**config.mk**
```make
export PLATFORM = sky130hd
export DESIGN_NAME = ped_crossing
export DESIGN_NICKNAME = d
export VERILOG_FILES = /design/src/rtl/ped_pkg.sv /design/src/rtl/rise_detect.sv /design/src/rtl/ped_crossing.sv
export SDC_FILE = /design/constraint.sdc
export NUM_CORES = 1
export LEC_CHECK = 0
export BUFFER_PORTS_ARGS = -buffer_cell sky130_fd_sc_hd__buf_4
export CORE_AREA = 5 5 56 58
export CTS_CLUSTER_SIZE = 30
export DETAILED_ROUTE_END_ITERATION = 8
export DIE_AREA = 0 0 61 63
export HOLD_SLACK_MARGIN = 0.05
export PLACE_DENSITY_LB_ADDON = 0.12
export SLEW_MARGIN = 20
export SYNTH_ARGS = -nofsm -noshare
export SYNTH_HDL_FRONTEND = slang
export SYNTH_SLANG_ARGS = --single-unit
```
**constraint.sdc**
```tcl
create_clock -name clk -period 1.8 [get_ports clk]
set_clock_uncertainty 0.05 [all_clocks]
set_input_delay 0.09 -clock clk [delete_from_list [all_inputs] [get_ports clk]]
set_output_delay 0.09 -clock clk [all_outputs]
set_load 0.02 [all_outputs]
```
**src/rtl/ped_pkg.sv**
```systemverilog
// Shared types and defaults for the pedestrian crossing controller.
// Countdown output is built only with PED_COUNTDOWN_EN defined.
package ped_pkg;

    typedef enum logic [2:0] {
        IDLE,
        WAIT_RED,
        WALK,
        FLASH,
        CLEAR,
        FAULT
    } state_t;

    localparam int WALKTIMER_DEF  = 4;
    localparam int FLASHTIMER_DEF = 3;
    localparam int TIMER_W        = 4;

    // More than one vehicle lamp lit at once is an upstream fault.
    function automatic logic lamp_illegal(
        input logic r,
        input logic y,
        input logic g
    );
        return (r & y) | (r & g) | (y & g);
    endfunction

endpackage

```
**src/rtl/rise_detect.sv**
```systemverilog
// Rising-edge detector: registers the previous input level.
// Used on the vehicle red lamp to find the start of each red phase.
module rise_detect (
    input  logic clk,
    input  logic rstn,
    input  logic d,
    output logic rise
);

    logic prev_q;
    logic prev_d;

    always_comb begin
        prev_d = d;
    end

    always_ff @(posedge clk) begin
        if (!rstn) begin
            prev_q <= 1'b0;
        end else begin
            prev_q <= prev_d;
        end
    end

    assign rise = d & ~prev_q;

endmodule

```
**src/rtl/ped_crossing.sv**
```systemverilog
// Pedestrian crossing controller slaved to a vehicle traffic light.
// Define PED_COUNTDOWN_EN to drive the flash countdown output.
module ped_crossing
    import ped_pkg::*;
#(
    parameter int WALKTIMER  = WALKTIMER_DEF,
    parameter int FLASHTIMER = FLASHTIMER_DEF
) (
    input  logic       clk,
    input  logic       rstn,
    input  logic       red,
    input  logic       yellow,
    input  logic       green,
    input  logic       ped_btn,
    output logic       walk,
    output logic       dont_walk,
    output logic       req_pending,
    output logic       fault,
    output logic [3:0] countdown
);

    localparam logic [TIMER_W-1:0] WALK_LAST  = TIMER_W'(WALKTIMER - 1);
    localparam logic [TIMER_W-1:0] FLASH_LAST = TIMER_W'(FLASHTIMER - 1);
    localparam logic [TIMER_W-1:0] FLASH_LEN  = TIMER_W'(FLASHTIMER);

    state_t             state_q, state_d;
    logic [TIMER_W-1:0] timer_q, timer_d;
    logic               req_q, req_d;
    logic               walk_q, walk_d;
    logic               dont_walk_q, dont_walk_d;
    logic               fault_q, fault_d;
    logic [3:0]         countdown_q, countdown_d;
    logic               red_rise;
    logic               illegal;
    logic               timed;

    rise_detect u_red_rise (
        .clk  (clk),
        .rstn (rstn),
        .d    (red),
        .rise (red_rise)
    );

    always_comb begin
        state_d = state_q;
        req_d   = req_q;
        illegal = lamp_illegal(red, yellow, green);

        if (state_q == FAULT || illegal) begin
            state_d = FAULT;
        end else begin
            if (state_q != WALK && ped_btn) begin
                req_d = 1'b1;
            end
            unique case (state_q)
                IDLE, WAIT_RED: begin
                    if (red_rise && (req_q || ped_btn)) begin
                        state_d = WALK;
                    end else if (state_q == IDLE && req_q) begin
                        state_d = WAIT_RED;
                    end
                end
                WALK: begin
                    if (!red) begin
                        state_d = IDLE;
                    end else if (timer_q == WALK_LAST) begin
                        state_d = FLASH;
                    end
                end
                FLASH: begin
                    if (!red) begin
                        state_d = IDLE;
                    end else if (timer_q == FLASH_LAST) begin
                        state_d = CLEAR;
                    end
                end
                CLEAR: begin
                    // Only one walk per red phase: wait for red to end.
                    if (!red) begin
                        state_d = req_q ? WAIT_RED : IDLE;
                    end
                end
                default: begin
                end
            endcase
            if (state_d == WALK && state_q != WALK) begin
                req_d = 1'b0;
            end
        end

        timed = (state_q == WALK) || (state_q == FLASH);
        if (state_d != state_q || !timed) begin
            timer_d = '0;
        end else begin
            timer_d = timer_q + 1'b1;
        end

        // Outputs are precomputed from the next state so they are flops.
        walk_d  = (state_d == WALK);
        fault_d = (state_d == FAULT);
        if (state_d == FLASH) begin
            dont_walk_d = ~timer_d[0];
        end else begin
            dont_walk_d = (state_d != WALK);
        end
`ifdef PED_COUNTDOWN_EN
        if (state_d == FLASH) begin
            countdown_d = FLASH_LEN - timer_d;
        end else begin
            countdown_d = 4'd0;
        end
`else
        countdown_d = 4'd0;
`endif
    end

    always_ff @(posedge clk) begin
        if (!rstn) begin
            state_q     <= IDLE;
            timer_q     <= '0;
            req_q       <= 1'b0;
            walk_q      <= 1'b0;
            dont_walk_q <= 1'b1;
            fault_q     <= 1'b0;
            countdown_q <= 4'd0;
        end else begin
            state_q     <= state_d;
            timer_q     <= timer_d;
            req_q       <= req_d;
            walk_q      <= walk_d;
            dont_walk_q <= dont_walk_d;
            fault_q     <= fault_d;
            countdown_q <= countdown_d;
        end
    end

    assign walk        = walk_q;
    assign dont_walk   = dont_walk_q;
    assign req_pending = req_q;
    assign fault       = fault_q;
    assign countdown   = countdown_q;

endmodule

```
-- Word level (Yosys, flattened, before mapping)
Index checks and enable logic that the tools add are counted.
- register bits: 12
- input port bits: 6
- logic and storage cells: 62
- $add $sub $neg: 1
- eq/ne operators: 14
- multiplexer cells: 15
- bitwise gates (word level): 10
- reductions and logical operators: 14
- operators with widths (kind ; count):
    2-to-1 mux 3 bit ; 9
    equality test 3 x 2 -> 1 bit, second input constant ; 5
    one-hot mux 3 bit (4 select lines) ; 1
    equality test 3 bit, second input constant ; 3
    equality test 4 x 2 -> 1 bit, second input constant ; 2
    != test 3 x 2 -> 1 bit, second input constant ; 2
    2-to-1 mux 1 bit ; 5
    adder 4 x 1 -> 4 bit, second input constant ; 1
    bitwise AND 1 bit ; 4
    logical AND 1 bit ; 4
    logical OR 1 bit ; 4
    inverter 1 bit ; 4
    OR reduction 2 bit ; 2
    equality test 3 x 1 -> 1 bit, second input constant ; 1
    logical NOT 3 bit ; 1
    != test 3 bit ; 1
    OR 1 bit ; 2
    AND reduction 2 bit ; 1
    nonzero test 2 bit ; 1
    logical NOT 1 bit ; 1

-- Depth between registers and ports, before layout
- depth in word-level cells: 12
- gate-level depth with buffers: 6

-- Modules after synthesis
Synthesis repeated with hierarchy kept, for this count alone.
- cells, all modules: 76
- area, all modules: 685.7 sq um
- modules (own cells, without submodules) (module ; instances ; cells an instance ; area an instance (sq um) ; sequential area each (sq um)):
    ped_crossing ; 1 ; 73 ; 645.6 ; 220.2
    rise_detect ; 1 ; 3 ; 40.0 ; 20.0

-- Least setup slack after synthesis
No wires, ideal clock.
- kind: register -> register
- start point: register timer_q[0]
- end point: register walk_q, in the netlist walk
- arrival time: 1.262 ns
- data required time: 1.635 ns
- setup slack: 0.373 ns
- cell stages (with the launch flop): 7
- path buffers: 0
- period minus slack after synthesis: 1.427 ns
- cells stage by stage: dfxtp_1 > inv_1 > ha_1 > nand4bb_1 > nand3_1 > o311a_1 > and2_1
- word-level cells in the longest chain between the ends: 7
- elaborated cells on any way between the ends: 10
- classes of those cells: eq/ne: 3; mux: 7
- ends and longest elaborated chain (element ; RTL line ; source):
    start: declaration ; ped_crossing.sv:27 ; logic [TIMER_W-1:0] timer_q, timer_d;
    start signal: assignment ; ped_crossing.sv:128 ; timer_q <= timer_d;
    equality test 4 x 2 -> 1 bit, on equally long branches ; ped_crossing.sv:73, ped_crossing.sv:66 ;
    2-to-1 mux 3 bit, on equally long branches ; ped_crossing.sv:73, ped_crossing.sv:66 ;
    2-to-1 mux 3 bit, on equally long branches ; ped_crossing.sv:71, ped_crossing.sv:64 ;
    one-hot mux 3 bit (4 select lines) * ; ped_crossing.sv:55 ; unique case (state_q)
    2-to-1 mux 3 bit * (2 in series) ; ped_crossing.sv:49 ; if (state_q == FAULT || illegal) begin
    equality test 3 x 2 -> 1 bit * ; ped_crossing.sv:99 ; walk_d = (state_d == WALK);
    end signal: assignment ; ped_crossing.sv:130 ; walk_q <= walk_d;
    end: declaration ; ped_crossing.sv:29 ; logic walk_q, walk_d;
Mark *: on every way between the ends. The rest lies on a longest branch, timed or not. The select of a mux whose other input is x is not followed.
A chain may end at the register's enable or synchronous reset.

-- Worst setup path in the final report
Same ends and word-level chain as after synthesis.

==> metrics.yaml <==
power:
  cellPowerDensity_nw_per_um2: 766
  fin_total_pwr_w: 0.000618
  leakage_nw: 0.319
  max-vdd-ir-drop_uv: 377
floorplan:
  die_area_sq_um: 3840
  die_w_um: 61
  rows: 19
  core-area_sq_um: 2620
  fp.dieH_um: 63
  start_util: 0.270
  ios: 14
worst_setup_path:
  critPathArrivalTime_ps: 1670
  cp.required_ps: 1930
  crit_family: "simple AND/OR/NAND/NOR gates"
  endpoint_kind: "flop"
  critPathKind: "reg -> reg"
  crit_path_max_fanout: 4
  max_stage_delay_ps: 380
  crit_slowest_cell: "dfxtp_1"
  critical_path_buf_inv_count: 1
  startpoint_type: "flop"
  worstPathCellList: "inv_1 > ha_1 > nand4bb_1 > nand3_1 > o311a_1 > and2_1"
clocking:
  clock_path_buffers: 2
  cts_tree: "yes"
  insertion_delay_ps: 270
  cts_resized: 0
  post_cts_buffers: 0
  ctsHoldBuffers: 1
  h-tree-depth: 1
  numCtsBuffers: 3
  cts_root_buf: "clkbuf_4"
  cts.clk_slew.worst_paths_ps: 90
  clkSinkCount: 12
outcome:
  status: "finished clean"
global_routing:
  grt_start_max_net_pins: 12
  gr-total-overflow: 0
  track_usage: 0.0846
  antenna_found_initial: 0
  grt_pass1_wl_um: 2420
  grt_pass1_vias: 515
placement:
  hpwl_um: 1090
  place_congestion: 0.731
  portBuffers: 9
layout:
  num_antenna_cells: 0
  final_common_cell: "dfxtp_1"
  mostFrequentLayoutCells: "dfxtp_1 (12), nor2_1 (9), buf_4 (9)"
  layout-drive-gt1-share: 0.218
  syn2layout_area_growth_pct: 14.4
  nets: 96
timing:
  finalSetupTns_ps: 0
  rsz0062_at_grt: "no"
  drv_slew: 0
  hold_ws_ps: 77.7
  setup_viol: 0
  hold_viol: 0
  min_period_over_period: 0.856
  fmax_mhz: 649
  finalCriticalPeriod_ps: 1540
yosys:
  synth-seq-cells: 12
  ys_warn_count: 0
  yosys_most_used_dff: "dfxtp_1"
  syn-cell-area_sq_um: 706
  syn_inst: 78
  yosysSeqAreaShare: 0.340
  async_flop_share: 0
  avgSynthCellArea_sq_um: 9.05
  synth_edf_count: 0
  synthDistinctLibCells: 37
route:
  drt-total-wl_um: 1440
  vias: 563
  ant_nets: 0
  vias_per_cell: 4.77
  drc: 0
  firstDrtPassIters: 4
  wl_per_cell_um: 12.2
  drt-initial-drc-count: 15
run:
  max-cap-violations: 0
hold_path:
  hold_path_class: "in -> reg"
## synthesized netlist by cell type (all sizes together) (2+ instances only)
cell type / number / share of area
nand2b: 3 / 0.027
nor3: 3 / 0.037
dfxtp: 12 / 0.34
o21a: 2 / 0.021
inv: 5 / 0.027
nor2: 9 / 0.048
buf: 8 / 0.089
o21ai: 4 / 0.028
nand2: 2 / 0.011
a21oi: 4 / 0.028
ha: 2 / 0.035
and3: 2 / 0.018
nand3: 2 / 0.014
## routing by layer
metal	up-vias	GRT usage	wire, um
li1	288	-	-
met3	2	0.0248	63
met2	10	0.112	672
met5	-	0	0
met4	0	0.0488	16
met1	263	0.118	689
## kinds of logic after synthesis
family	share of synthesized area
xor gates and xnor gates	0.0248
AOI/OAI and AO/OA	0.230
and+or+nand+nor	0.229
adders and majority gates	0.0550
DFF	0.340
other	0.00531
buffers and inverters	0.115
## power by group
part           leakage [nW]  internal, W  switching, W  total [W]
Combinational         0.200    0.0000460     0.0000552   0.000101
Sequential           0.0981     0.000276     0.0000166   0.000293
Clock                0.0210     0.000123      0.000101   0.000224
## worst reg2reg max path: stages (launching register included)
cell and delay, ps:
dfxtp_1 380, inv_1 70, ha_1 200, nand4bb_1 120, nand3_1 120, o311a_1 350
and2_1 150
## per-stage QoR
step	area (sq um)	instances	setup WS, ps	util
3_5_place_dp	761	113	264	0.291
5_1_grt	807	118	163	0.309
6_report	807	118	260	0.309
4_1_cts	807	118	250	0.309
2_1_floorplan	717	81	373	-
3_3_place_gp	761	113	306	0.291
## registers in the layout, indices dropped and copies added, names as in the netlist
name and cells:
timer_q 4, state_q 3, dont_walk 1, fault 1, req_pending 1, u_red_rise.prev_q 1
walk 1
## final cells by class
class	instances	area [sq um]
fillers	291	1810
inverters	5	18.8
multi-input cells	56	395
clock buffers	4	36.3
flip-flops and latches	12	240
well taps	31	38.8
repair buffers	10	77.6
## final timing paths
path                                       startpoint                      endpoint  slack, ps  depth (start not counted)
worst max-delay path            timer_q[0]$_SDFF_PN0_               walk$_SDFF_PN0_        260                          6
worst min-delay path                              red  u_red_rise.prev_q$_SDFF_PN0_         80                          3
worst max register to register  timer_q[0]$_SDFF_PN0_               walk$_SDFF_PN0_        260                          6
worst min register to register  timer_q[0]$_SDFF_PN0_         timer_q[0]$_SDFF_PN0_        430                          1
Power figures use the tool's default switching activity.
